**config.mk**
```make
export PLATFORM = sky130hd
export DESIGN_NAME = usb_tx_nrzi_encoder
export DESIGN_NICKNAME = d
export VERILOG_FILES = /design/src/rtl/usb_tx_pkg.sv /design/src/rtl/usb_bit_timer.sv /design/src/rtl/usb_tx_nrzi_encoder.sv
export SDC_FILE = /design/constraint.sdc
export NUM_CORES = 1
export LEC_CHECK = 0
export ABC_CLOCK_PERIOD_IN_PS = 1770
export CORE_AREA = 2 2 39 41
export CTS_CLUSTER_SIZE = 24
export DETAILED_ROUTE_END_ITERATION = 7
export DIE_AREA = 0 0 41 43
export PLACE_DENSITY = 0.68
export SYNTH_ARGS = -nofsm -noshare
export SYNTH_HDL_FRONTEND = slang
export SYNTH_SLANG_ARGS = --single-unit
```
**constraint.sdc**
```tcl
create_clock -name clk -period 1.77 [get_ports clk]
set_input_delay 0.531 -clock clk [delete_from_list [all_inputs] [get_ports clk]]
set_output_delay 0.531 -clock clk [all_outputs]
set_load 0.03 [all_outputs]
```
**src/rtl/usb_tx_pkg.sv**
```systemverilog
// -----------------------------------------------------------------------------
// usb_tx_pkg
//   Shared definitions for the USB full-speed transmit line path.
//   - line_state_t   : abstract bus state (J, K, SE0)
//   - tx_enc_state_t : transmit encoder FSM states
//   - LINE_*         : {dplus, dminus} drive encodings
//   - line_encode    : abstract line state -> {dplus, dminus}
//   - nrzi_next      : next line state for one NRZI-encoded data bit
// -----------------------------------------------------------------------------
package usb_tx_pkg;

    typedef enum logic [1:0] {
        J   = 2'd0,
        K   = 2'd1,
        SE0 = 2'd2
    } line_state_t;

    typedef enum logic [2:0] {
        ST_IDLE      = 3'd0,
        ST_DATA      = 3'd1,
        ST_EOP_SE0_A = 3'd2,
        ST_EOP_SE0_B = 3'd3,
        ST_EOP_J     = 3'd4
    } tx_enc_state_t;

    // {dplus, dminus}; (1,1) is deliberately absent.
    localparam logic [1:0] LINE_J   = 2'b10;
    localparam logic [1:0] LINE_K   = 2'b01;
    localparam logic [1:0] LINE_SE0 = 2'b00;

    function automatic logic [1:0] line_encode(input line_state_t ls);
        logic [1:0] enc;
        case (ls)
            J:       enc = LINE_J;
            K:       enc = LINE_K;
            SE0:     enc = LINE_SE0;
            default: enc = LINE_J;
        endcase
        return enc;
    endfunction

    // A 0 toggles between J and K, a 1 holds. SE0 is never the current
    // state while data is being encoded, so it falls back to J.
    function automatic line_state_t nrzi_next(input line_state_t cur, input logic b);
        line_state_t nxt;
        if (b) begin
            nxt = cur;
        end else begin
            nxt = (cur == J) ? K : J;
        end
        return nxt;
    endfunction

endpackage

```
**src/rtl/usb_bit_timer.sv**
```systemverilog
// -----------------------------------------------------------------------------
// usb_bit_timer
//   Modulo-CLKS_PER_BIT counter that marks USB bit boundaries. Shared by the
//   TX encoder and the RX path.
//
// Ports
//   clk     in  system clock
//   rst     in  asynchronous active-high reset (count -> 0)
//   clear   in  synchronous clear of the count (higher priority than enable)
//   enable  in  count while high; count holds while low
//   tick    out high in the last clock of each bit time (count == CLKS_PER_BIT-1)
// -----------------------------------------------------------------------------
module usb_bit_timer
    import usb_tx_pkg::*;
#(
    parameter int CLKS_PER_BIT = 4
) (
    input  logic clk,
    input  logic rst,
    input  logic clear,
    input  logic enable,
    output logic tick
);

    localparam int CNT_W = (CLKS_PER_BIT > 2) ? $clog2(CLKS_PER_BIT) : 1;
    localparam logic [CNT_W-1:0] LAST = CNT_W'(CLKS_PER_BIT - 1);

    logic [CNT_W-1:0] cnt;

    always_ff @(posedge clk or posedge rst) begin
        if (rst) begin
            cnt <= '0;
        end else if (clear) begin
            cnt <= '0;
        end else if (enable) begin
            if (cnt == LAST) begin
                cnt <= '0;
            end else begin
                cnt <= cnt + 1'b1;
            end
        end
    end

    assign tick = enable && (cnt == LAST);

endmodule

```
**src/rtl/usb_tx_nrzi_encoder.sv**
```systemverilog
// -----------------------------------------------------------------------------
// usb_tx_nrzi_encoder
//   Full-speed USB transmit line encoder, fed by the bit stuffer. Paces the
//   serial stream at one bit per CLKS_PER_BIT clocks, sends a stuffed 0 when
//   the stuffer raises pause, NRZI-encodes onto D+/D-, and on request closes
//   the packet with EOP (SE0, SE0, J).
//
// Ports
//   clk       in  system clock
//   rst       in  asynchronous active-high reset (line -> J, FSM -> IDLE)
//   tx_start  in  1-cycle pulse, starts a packet; ignored while busy
//   d_bit     in  current serial data bit
//   pause     in  current bit slot carries a stuffed 0
//   eop_req   in  level, request EOP after the last data bit
//   shift_en  out 1-cycle pulse, upstream advances to the next data bit
//   bit_tick  out 1-cycle pulse at every bit boundary while busy
//   dplus     out D+ drive (registered)
//   dminus    out D- drive (registered)
//   busy      out high from tx_start acceptance until the EOP completes
//   done      out 1-cycle pulse in the last clock of the final EOP J
// -----------------------------------------------------------------------------
module usb_tx_nrzi_encoder
    import usb_tx_pkg::*;
#(
    parameter int CLKS_PER_BIT = 4
) (
    input  logic clk,
    input  logic rst,
    input  logic tx_start,
    input  logic d_bit,
    input  logic pause,
    input  logic eop_req,
    output logic shift_en,
    output logic bit_tick,
    output logic dplus,
    output logic dminus,
    output logic busy,
    output logic done
);

    tx_enc_state_t state;
    line_state_t   line_q;

    logic tick;
    logic start_acc;
    logic timer_en;

    assign start_acc = (state == ST_IDLE) && tx_start;
    assign timer_en  = (state != ST_IDLE);

    usb_bit_timer #(
        .CLKS_PER_BIT (CLKS_PER_BIT)
    ) u_bit_timer (
        .clk    (clk),
        .rst    (rst),
        .clear  (start_acc),
        .enable (timer_en),
        .tick   (tick)
    );

    // Strobes are combinational so upstream sees them in the tick cycle
    // itself and can present the next bit before the following boundary.
    assign bit_tick = tick;
    assign shift_en = tick && (state == ST_DATA) && !pause && !eop_req;
    assign done     = tick && (state == ST_EOP_J);
    assign busy     = (state != ST_IDLE);

    // Line drive only moves on the edge that closes a tick cycle, so every
    // symbol is held for exactly CLKS_PER_BIT clocks.
    always_ff @(posedge clk or posedge rst) begin
        if (rst) begin
            state  <= ST_IDLE;
            line_q <= J;
            dplus  <= 1'b1;
            dminus <= 1'b0;
        end else begin
            case (state)
                ST_IDLE: begin
                    if (tx_start) begin
                        state <= ST_DATA;
                    end
                end

                ST_DATA: begin
                    if (tick) begin
                        if (pause) begin
                            // Stuffed 0 wins over eop_req so it is never lost.
                            line_q            <= nrzi_next(line_q, 1'b0);
                            {dplus, dminus}   <= line_encode(nrzi_next(line_q, 1'b0));
                        end else if (eop_req) begin
                            line_q            <= SE0;
                            {dplus, dminus}   <= LINE_SE0;
                            state             <= ST_EOP_SE0_A;
                        end else begin
                            line_q            <= nrzi_next(line_q, d_bit);
                            {dplus, dminus}   <= line_encode(nrzi_next(line_q, d_bit));
                        end
                    end
                end

                ST_EOP_SE0_A: begin
                    if (tick) begin
                        state <= ST_EOP_SE0_B;
                    end
                end

                ST_EOP_SE0_B: begin
                    if (tick) begin
                        line_q          <= J;
                        {dplus, dminus} <= LINE_J;
                        state           <= ST_EOP_J;
                    end
                end

                ST_EOP_J: begin
                    if (tick) begin
                        state <= ST_IDLE;
                    end
                end

                default: begin
                    state           <= ST_IDLE;
                    line_q          <= J;
                    {dplus, dminus} <= LINE_J;
                end
            endcase
        end
    end

endmodule

```
==> results.cfg, run 1 <==
[clock_tree]
cts_buffers = 3
clkLatencyLatePin_ns = 0.26
clock-root-buffer = clkbuf_4
cts_tree = done
clock_sinks = 9
path_clk_slew_ns = 0.06
htreeDepth = 1
cts_max_path_buffers = 2
hold_buffers = 0

[timing]
hold_viol = 0
max_slew_margin_pct = 75.9
worstMarginPinSlew_ns = 0.361
fin_skew_ns = 0.0128
post-route-period-util_pct = 106
max_freq_mhz = 533
setup_ws_ns = -0.107
min_period_ns = 1.88
fin_tns_setup_ns = -0.143
finalSetupViolCount = 2
finalMaxSlewViolations = 0
rsz0062_at_grt = yes
whs_ns = 0.456

[global_routing]
grt.total_usage_pct = 18.5
grt_pass1_wl_um = 2150
antenna_found_initial = 0
grt_max_degree = 10
overflow = 0
grt_pass1_vias = 531

[place]
hpwl_um = 936
place_ws_ns = -0.188
portBuffers = 11
gp_congestion = 0.714

[power]
p_sw_mw = 0.559
p_comb_share_pct = 61.3
power.density_mw_per_mm2 = 1590
p_seq_share_pct = 26.8
power.internal_mw = 0.790
design_power_total_mw = 1.35
vdd_drop_max_uv = 837
swShare_pct = 41.4
leakage_nw = 0.379
clock_power_share_pct = 11.8

[floorplan]
row_count = 14
start_util_pct = 40.1
core_area_mm2 = 0.00138
dieArea_mm2 = 0.00176
die_w_um = 41
boundaryPins = 12
die_h_um = 43

[routing]
drc_errors = 0
wl_per_cell_um = 13.0
vias = 539
antenna_left = 0
drtIter0Drc = 7
firstDrtPassIters = 4
vias_per_cell = 5.18
drt_wl_total_um = 1360

[synthesis]
synth-xor-area-share_pct = 0
synth_seq_cells = 9
synthMuxAreaShare_pct = 4.05
yosysMostFrequentCell = dfrtp_1
synthAdderAreaFrac_pct = 4.50
async_reset_ff_share_pct = 100
synthDistinctLibCells = 30
netlist_top_cells_count = dfrtp_1 (8), nor2_1 (7), inv_1 (5), nand2_1 (5)
ys.flop_type = dfrtp_1
netlist_area_um2 = 556
synth_top_family_by_area = simple AND/OR/NAND/NOR gates
synthCells = 62
yosysWarningCount = 0
synth_compound_area_share_pct = 16.9
netlist.area_leader.share_pct = 36.0
synth_area_leaders = dfrtp_1 (36%), dfstp_2 (4.7%), nor2_1 (4.7%)
avgSynthCellArea_um2 = 8.96
syn_nets = 70
synth.yosys.seq_area_share_pct = 40.8
synth_largest_area_cell = dfrtp_1
synthSimpleGateAreaFrac_pct = 27.0
synth_edf_count = 0

[setup_path]
path_class = primary input to primary output
worstPathRequired_ns = 1.24
reg2reg_slack_ns = 0.22
cp-end-kind = primary output
crit_slowest_cell = clkdlybuf4s50_1
arrival_ns = 1.35
start_kind = primary input
crit_fanout = 2
critPathTopFamily = buffers and inverters
slowest_delay_ns = 0.46
crit_chain = clkdlybuf4s50_1 -> nor3_4 -> buf_6
cp_num_buf_inv = 2

[layout]
nNetsFinal = 97
final_util_pct = 61.2
syn2layout_area_growth_pct = 52.5
num_antenna_cells = 0
drive_gt1_share_pct = 37.5

[run_status]
status = finished, violations left
violations = setup timing

[job]
drv_cap = 0

[hold_path]
worstHoldPathType = register to register
cells in the final DEF (no fill, tap or decap), types with 2 or more instances in the layout:
master	instances
mux2_2	2
nand3b_1	2
o2bb2ai_1	2
nand3_1	2
dfrtp_1	8
a21oi_1	2
dlygate4sd2_1	2
o21ai_0	3
buf_4	14
buf_2	2
inv_1	5
nor2_1	6
nand2_1	5
buf_6	3
clkdlybuf4s50_1	5
clkbuf_4	3
worst reg2reg max path: stages (launching register included):
cell	delay, ns
dfrtp_1	0.37
ha_2	0.19
buf_6	0.12
buf_4	0.13
nand2_2	0.07
or4b_1	0.47
a21oi_1	0.13
sequential cells by signal (all words and copies together) (netlist names):
signal           cells
dminus               1
u_bit_timer.cnt      2
state                3
line_q               2
dplus                1
power by group through the flow:
stage          Sequential (mW)  Combinational (mW)  Clock, mW
2_1_floorplan            0.381               0.439          0
3_3_place_gp             0.355               0.737          0
3_5_place_dp             0.360               0.748          0
4_1_cts                  0.359               0.803      0.167
5_1_grt                  0.370               0.911      0.183
6_report                 0.362               0.828      0.159
final timing paths:
| path | from | to | cells after the start |
|---|---|---|---|
| max | eop_req | shift_en | 3 |
| min | dplus | dplus | 2 |
| max reg2reg | u_bit_timer.cnt[0] | state[1] | 6 |
| min reg2reg | dplus | dplus | 2 |
| max in group asynchronous | rst | dplus | 2 |
| min in group asynchronous | rst | u_bit_timer.cnt[0] | 2 |
metrics by stage:
step                      cell area, µm²  cells
after CTS                            836    103
final                                847    104
after global routing                 847    104
after global placement               763     97
after detailed placement             763     97
after floorplan                      567     62
cells by family after synthesis:
logic type | after synthesis
buffers and inverters | 9
muxes | 2
adders and majority gates | 2
AOI/OAI and AO/OA | 13
DFF | 9
and+or+nand+nor | 27
metal layers:
metal | global-route usage (%) | part of all wire [%]
met5 | 0 | 0
met4 | 10.0 | 0.88
met3 | 4.71 | 4.1
met2 | 28.7 | 49
met1 | 21.9 | 46
repair_timing:
action / CTS / global route
setup buffers: 2 / 1
endpoints found under the setup margin: 6 / 4
pin swaps: 1 / 1
resized for setup: 17 / 4
cell type report:
cell class              instances  area, µm²
flip-flops and latches          9        226
well taps                      16       20.0
multi-input cells              44        339
fillers                       131        537
inverters                       5       18.8
clock buffers                   4       26.3
repair buffers                 26        216
(Power assumes the default switching activity.)
==> run 2, diff against run 1 <==
Settings changed: GPL_ROUTABILITY_DRIVEN from default to 0, PLACE_DENSITY 0.68 to 0.7.
==> run 2 against run 1 <==
The run still ends with setup timing left. Critical path type is now register to primary output. Non-clock buffer count is 1 lower. Final area is 1.9% lower. Register-to-register slack better by 0.04 ns. Via count up 2.6%. Setup slack better by 0.019 ns. Flip-flop and latch count unchanged. Combinational power fell by 2%. Clock-buffer cell count is the same. First-iteration DRC count decreased by 43%. Sequential share of layout area grew 0.52 points. Critical endpoint unchanged. Fmax is 1.0% higher.
==> results.cfg, run 2 (synthesized netlist as in run 1, its figures left out) <==
[run_status]
status = finished, violations left
violations = setup timing

[timing]
fin_skew_ns = 0.00123
rsz0062_at_grt = yes
hold_viol = 0
max_freq_mhz = 538
finalSetupViolCount = 2
setup_ws_ns = -0.0882
max_slew_margin_pct = 76.7
finalMaxSlewViolations = 0
worstMarginPinSlew_ns = 0.349
min_period_ns = 1.86
post-route-period-util_pct = 105

[place]
portBuffers = 11
place_ws_ns = -0.185
placed_cell_area_um2 = 756
hpwl_um = 960

[clock_tree]
path_clk_slew_ns = 0.06
hold_buffers = 0
cts_max_path_buffers = 2
cts_tree = done
htreeDepth = 1
clock_sinks = 9
clock-root-buffer = clkbuf_4
cts_buffers = 3
clkLatencyLatePin_ns = 0.25

[layout]
design_area_um2 = 831
num_antenna_cells = 0
final_cell_mix = buf_4 (12), dfrtp_1 (8), nor2_1 (6)
final_common_cell = buf_4
drive_gt1_share_pct = 35.6
largest-register = state
syn2layout_area_growth_pct = 49.5
nNetsFinal = 96
largest_reg_flops = 3
reg.largest.list = state x3, line_q x2, u_bit_timer.cnt x2

[setup_path]
r2r_cells = 6
arrival_ns = 1.33
reg2reg_slack_ns = 0.26
start_kind = register
cp-end-kind = primary output
reg2reg_from = u_bit_timer.cnt[0]
r2r-end = line_q[1]
path_class = register to primary output
endpoint = shift_en
worstPathRequired_ns = 1.24
cp-startpoint = state[2]
crit_fanout = 8

[hold_path]
worstHoldPathType = register to register

[power]
vdd_drop_max_uv = 741
design_power_total_mw = 1.32
leakage_nw = 0.375
power.density_mw_per_mm2 = 1590

[floorplan]
row_count = 14
core_area_mm2 = 0.00138
boundaryPins = 12
die_w_um = 41
start_util_pct = 40.1
dieArea_mm2 = 0.00176
die_h_um = 43

[global_routing]
grt.total_usage_pct = 18.7
grt_pass1_vias = 547
overflow = 0
grt_pass1_wl_um = 2210
antenna_found_initial = 0
grt_max_degree = 10

[routing]
wl_per_cell_um = 12.6
vias_per_cell = 5.37
drc_errors = 0
firstDrtPassIters = 5
drtIter0Drc = 4
vias = 553
antenna_left = 0
drt_wl_total_um = 1300

[job]
drv_cap = 0
[run 2: timing repair]
| item | in CTS | in global routing |
|---|---|---|
| setup endpoints to repair | 6 | 5 |
| endpoints found under the hold margin | 0 | 0 |
| pin swaps | 1 | 1 |
| buffers inserted | 2 | 1 |
| resized for setup | 17 | 5 |
[run 2: power breakdown]
group / internal [mW] / total, mW / switching (mW)
clock: 0.0868 / 0.158 / 0.0709
combinational: 0.390 / 0.812 / 0.422
sequential: 0.301 / 0.355 / 0.0546
total: 0.777 / 1.32 / 0.548
[run 2: worst max-delay path, stage by stage, from the launching register on]
cell,delay [ns]
dfrtp_1,0.40
buf_6,0.14
nand4bb_4,0.24
nor3_4,0.14
buf_6,0.15
[run 2: cell type report]
class                           count  area (µm²)
Sequential cell                     9         226
Tap cell                           16        20.0
Fill cell                         130         553
Multi-Input combinational cell     44         329
Inverter                            5        18.8
Timing Repair Buffer               25         210
Clock buffer                        4        26.3
[run 2: worst min-delay path by stage]
stage / endpoint / from / cells after the start / slack [ns]
4_1_cts: dplus / dplus / 2 / 0.47
3_5_place_dp: dplus / dplus / 2 / 0.45
5_1_grt: dplus / dplus / 2 / 0.49
2_1_floorplan: dminus / rst / 1 / 0.36
3_3_place_gp: dplus / dplus / 2 / 0.45
6_report: dplus / dplus / 2 / 0.47
[run 2: layer usage]
metal / global-route usage (%) / vias up / part of all wire, %
met4: 10.7 / 0 / 2.5
met5: 0 / - / 0
met3: 3.14 / 4 / 5.3
li1: - / 274 / -
met2: 29.1 / 15 / 47
met1: 23.1 / 260 / 45
[run 2: stage by stage]
step	TNS, ns	hold WS, ns	std cells	utilization [%]
floorplan	0	0.358	62	-
global placement	-0.786	0.450	96	54.6
detailed placement	-0.822	0.455	96	54.6
CTS	-0.126	0.470	102	60.2
global route	-0.207	0.487	103	60.0
finish	-0.101	0.468	103	60.0
==> run 3, diff against run 2 <==
Settings changed: MAX_ROUTING_LAYER from default to met4.
==> results of run 3 <==
Final layout, timing and power as in run 2 (identical DEF).
Among the figures that moved: via count of the first global-routing pass 547 -> 549; overall routing resource usage 18.7% -> 19.2%; met1 usage 23.1% -> 22.4%; met2 usage 29.1% -> 29.7%
